### config.mk
export PLATFORM = sky130hd
export DESIGN_NAME = spi_master_m
export DESIGN_NICKNAME = d
export VERILOG_FILES = /design/src/rtl/spi_master_m.sv
export SDC_FILE = /design/constraint.sdc
export NUM_CORES = 1
export LEC_CHECK = 0
export ABC_AREA = 1
export BUFFER_PORTS_ARGS = -buffer_cell sky130_fd_sc_hd__buf_4
export CELL_PAD_IN_SITES_DETAIL_PLACEMENT = 0
export CELL_PAD_IN_SITES_GLOBAL_PLACEMENT = 2
export CORE_AREA = 2 2 81 83
export DETAILED_ROUTE_END_ITERATION = 10
export DIE_AREA = 0 0 83 85
export GPL_TIMING_DRIVEN = 0
export HOLD_SLACK_MARGIN = 0.06
export MAX_ROUTING_LAYER = met4
export PLACE_DENSITY_LB_ADDON = 0.1
export SYNTH_ARGS = -nofsm -noshare
export SYNTH_HDL_FRONTEND = slang
export SYNTH_SLANG_ARGS = --single-unit
### constraint.sdc
create_clock -name clk -period 4.4 [get_ports clk]
set_input_delay 0 -clock clk [delete_from_list [all_inputs] [get_ports clk]]
set_output_delay 0 -clock clk [all_outputs]
set_load 0.02 [all_outputs]
### src/rtl/spi_master_m.sv
// SPI mode-0 master: 8-bit, LSB-first transfers with CS framing, for use with spi_slave_m.
// SCK half-period is CLK_DIV system clocks; RX_DATA is updated only when DONE pulses.
module spi_master_m #(
   parameter int CLK_DIV = 2
) (
   input  logic       clk,
   input  logic       rstn,
   input  logic       start,
   input  logic [7:0] tx_data,
   output logic [7:0] rx_data,
   output logic       busy,
   output logic       done,
   output logic       cs,
   output logic       sck,
   output logic       mosi,
   input  logic       miso,
   output logic [1:0] fsm_state
);

   typedef enum logic [1:0] {
      IDLE  = 2'd0,
      SETUP = 2'd1,
      XFER  = 2'd2,
      HOLD  = 2'd3
   } state_t;

   localparam logic [7:0] DIV_LAST = 8'(CLK_DIV - 1);

   state_t     state_q, state_d;
   logic [7:0] div_q, div_d;
   logic [2:0] idx_q, idx_d;
   logic [2:0] idx_next;
   logic       sck_q, sck_d;
   logic       cs_q, cs_d;
   logic       mosi_q, mosi_d;
   logic       busy_q, busy_d;
   logic       done_q, done_d;
   logic [7:0] tx_q, tx_d;
   logic [7:0] rx_q, rx_d;
   logic [7:0] rx_data_q, rx_data_d;
   logic       div_last;

   assign div_last  = (div_q == DIV_LAST);
   assign idx_next  = idx_q + 3'd1;

   assign rx_data   = rx_data_q;
   assign busy      = busy_q;
   assign done      = done_q;
   assign cs        = cs_q;
   assign sck       = sck_q;
   assign mosi      = mosi_q;
   assign fsm_state = state_q;

   always_comb begin
      state_d   = state_q;
      div_d     = div_q;
      idx_d     = idx_q;
      sck_d     = sck_q;
      cs_d      = cs_q;
      mosi_d    = mosi_q;
      busy_d    = busy_q;
      done_d    = 1'b0;
      tx_d      = tx_q;
      rx_d      = rx_q;
      rx_data_d = rx_data_q;

      case (state_q)
         IDLE: begin
            if (start) begin
               tx_d    = tx_data;
               cs_d    = 1'b0;
               busy_d  = 1'b1;
               mosi_d  = tx_data[0];
               div_d   = 8'd0;
               idx_d   = 3'd0;
               state_d = SETUP;
            end
         end

         SETUP: begin
            if (div_last) begin
               div_d   = 8'd0;
               sck_d   = 1'b1;
               rx_d[0] = miso;
               state_d = XFER;
            end else begin
               div_d = div_q + 8'd1;
            end
         end

         XFER: begin
            if (div_last) begin
               div_d = 8'd0;
               if (!sck_q) begin
                  sck_d       = 1'b1;
                  rx_d[idx_q] = miso;
               end else begin
                  sck_d = 1'b0;
                  // Last falling edge leaves MOSI on bit 7 through HOLD.
                  if (idx_q != 3'd7) begin
                     idx_d  = idx_next;
                     mosi_d = tx_q[idx_next];
                  end else begin
                     state_d = HOLD;
                  end
               end
            end else begin
               div_d = div_q + 8'd1;
            end
         end

         HOLD: begin
            if (div_last) begin
               div_d     = 8'd0;
               cs_d      = 1'b1;
               mosi_d    = 1'b0;
               busy_d    = 1'b0;
               done_d    = 1'b1;
               rx_data_d = rx_q;
               state_d   = IDLE;
            end else begin
               div_d = div_q + 8'd1;
            end
         end

         default: begin
            state_d = IDLE;
         end
      endcase
   end

   // Reset wins over everything, so an aborted transfer raises CS without DONE.
   always_ff @(posedge clk) begin
      if (!rstn) begin
         state_q   <= IDLE;
         div_q     <= 8'd0;
         idx_q     <= 3'd0;
         sck_q     <= 1'b0;
         cs_q      <= 1'b1;
         mosi_q    <= 1'b0;
         busy_q    <= 1'b0;
         done_q    <= 1'b0;
         tx_q      <= 8'd0;
         rx_q      <= 8'd0;
         rx_data_q <= 8'd0;
      end else begin
         state_q   <= state_d;
         div_q     <= div_d;
         idx_q     <= idx_d;
         sck_q     <= sck_d;
         cs_q      <= cs_d;
         mosi_q    <= mosi_d;
         busy_q    <= busy_d;
         done_q    <= done_d;
         tx_q      <= tx_d;
         rx_q      <= rx_d;
         rx_data_q <= rx_data_d;
      end
   end

endmodule

==> impl_metrics.toml <==
[status]
status = "finished, final reports clean"

[setup_path]
cp-start-kind = "flop"
cp.arrival_ns = 1.95
setup.worst_path.class = "flop to flop"
worst_setup_path_end_kind = "flop"
required_ns = 4.59
crit_path_max_fanout = 7

[detailed_routing]
vias = 1832
routed_wl_um = 4730
wl_per_cell_um = 11.5
dr.pass1.iters = 4
ant_nets = 0
vias_per_cell = 4.45
drc = 0
drtIter0Drc = 72

[min_path]
hp-class = "input port to flop"

[place]
hpwl_um = 3510
dp_cells = 395
gp_congestion = 0.766
io_buffers = 25
placed_cell_area_um2 = 2350

[cts]
cts.sinks = 42
cts_setup_buffers = 0
cts_root_buffer = "clkbuf_8"
cts_buffers = 5
cts_max_level = 2
clock_latency_ns = 0.29
cts_tree = "built"
cts.clk_slew.worst_paths_ns = 0.08
clockBufferDepth = 2

[sta]
post-route-period-util = 0.401
worst_pin_slew_ns = 0.462
setup_tns_ns = 0
fmax_ghz = 0.567
slew_headroom = 0.692
skew_ns = 0.00428
timing.final.max_slew_violations = 0
final_hold_viol_count = 0
final-setup-viol-count = 0
finalCriticalPeriod_ns = 1.76
rsz0062_at_grt = "no"

[die]
core_um2 = 6200
dieArea_um2 = 7060
initial_core_util = 0.332
die_w_um = 83
die_h_um = 85
num_rows = 29
io_pins = 27

[global_route]
grt_antenna_before_repair = 0
track_usage = 0.153
grt_max_degree = 14
grt_overflow = 0
grt_pass1_wl_um = 8640
grt_pass1_vias = 1879

[pwr]
total_power_mw = 1.29
power_density_nw_per_um2 = 508
ir_worst_vdd_v = 0.000182
leakage_nw = 1.19

[synth]
ys_types = 29
ys_warn_count = 0
synth-seq-cells = 42
ys_seq_area_frac = 0.408
synth_cells = 293
synth_area_um2 = 2060
avgSynthCellArea_um2 = 7.04
synth_nets = 314

[final_layout]
diodes = 0
layout_common_cells = "nand2_1 (61), nor2_1 (50), dfxtp_1 (42)"
fin_area_um2 = 2530
drive_above_1_share = 0.158
layout_commonest_cell = "nand2_1"
finalNetCount = 355
finalNonFillerCells = 412
synthToLayoutAreaGrowth_pct = 22.8

[job]
drv_cap = 0
final timing paths:
check / endpoint / slack, ns / from / cells after the start
max reg2reg: fsm_state[0] / 2.64 / fsm_state[0] / 10
max: fsm_state[0] / 2.64 / fsm_state[0] / 10
min reg2reg: busy / 0.44 / busy / 2
min: div_q[3] / 0.06 / rstn / 3
worst max-delay path: stages, from the launching register on:
cell	delay, ns
dfxtp_1	0.40
inv_1	0.11
ha_1	0.23
inv_1	0.12
nor2_4	0.07
inv_1	0.16
nand2_1	0.11
nor2_1	0.14
nand2_1	0.11
nor3_1	0.16
nor2_1	0.06
stage by stage:
stage / util / hold slack [ns] / setup slack (ns)
after floorplan: - / 0.167 / 2.73
after global placement: 0.378 / 0.253 / 2.63
after detailed placement: 0.378 / 0.258 / 2.66
after CTS: 0.408 / 0.0628 / 2.64
after global routing: 0.408 / 0.0977 / 2.42
final: 0.408 / 0.0593 / 2.64
routing by layer:
layer  share of wire  up-vias  global-route usage
met1            0.53      803               0.203
li1                -     1008                   -
met5               0        -                   -
met3           0.026        2              0.0292
met2            0.44       19               0.239
met4          0.0061        0              0.0447
cells by family after synthesis:
kind of cell	share of synthesized area
flip-flops	0.408
adder cells (fa/ha/maj)	0.0546
XOR/XNOR	0.00850
AO/OA/AOI/OAI	0.0965
buffers and inverters	0.103
AND/OR/NAND/NOR	0.330
Yosys cell counts (all sizes together):
master,count,area share
clkbuf,2,0.0042
nand3,16,0.041
xor2,2,0.0085
o21ai,21,0.053
ha,9,0.055
a21oi,18,0.044
nand2,64,0.12
clkinv,1,0.0018
dfxtp,42,0.41
nor3,7,0.017
nor2,54,0.11
buf,6,0.022
nand4,9,0.030
inv,40,0.074
or2,2,0.0061
registers in the layout (all words and copies together), names as in the netlist, 2 cells and up:
register,count
div_q,8
rx_data,8
tx_q,8
fsm_state,2
rx_q,8
idx_q,3
power by group:
| group | internal, mW | total (mW) | switching (mW) |
|---|---|---|---|
| registers | 0.439 | 0.483 | 0.0435 |
| clock network | 0.126 | 0.260 | 0.134 |
| logic | 0.198 | 0.543 | 0.344 |
| total | 0.764 | 1.29 | 0.521 |
cell type report:
class / count / area [um^2]
Sequential cell: 42 / 841
Timing Repair Buffer: 34 / 278
Clock inverter: 2 / 12.5
Tap cell: 77 / 96.3
Clock buffer: 6 / 82.6
Buffer: 8 / 55.1
Inverter: 41 / 156
Multi-Input combinational cell: 202 / 1010
Fill cell: 680 / 3670
repair_timing:
item	in CTS	in global routing
hold endpoints to repair	9	0
hold buffers	9	0
gates resized for setup	0	0
endpoints found under the setup margin	0	0
No activity file was read; power rests on OpenSTA's default activity.
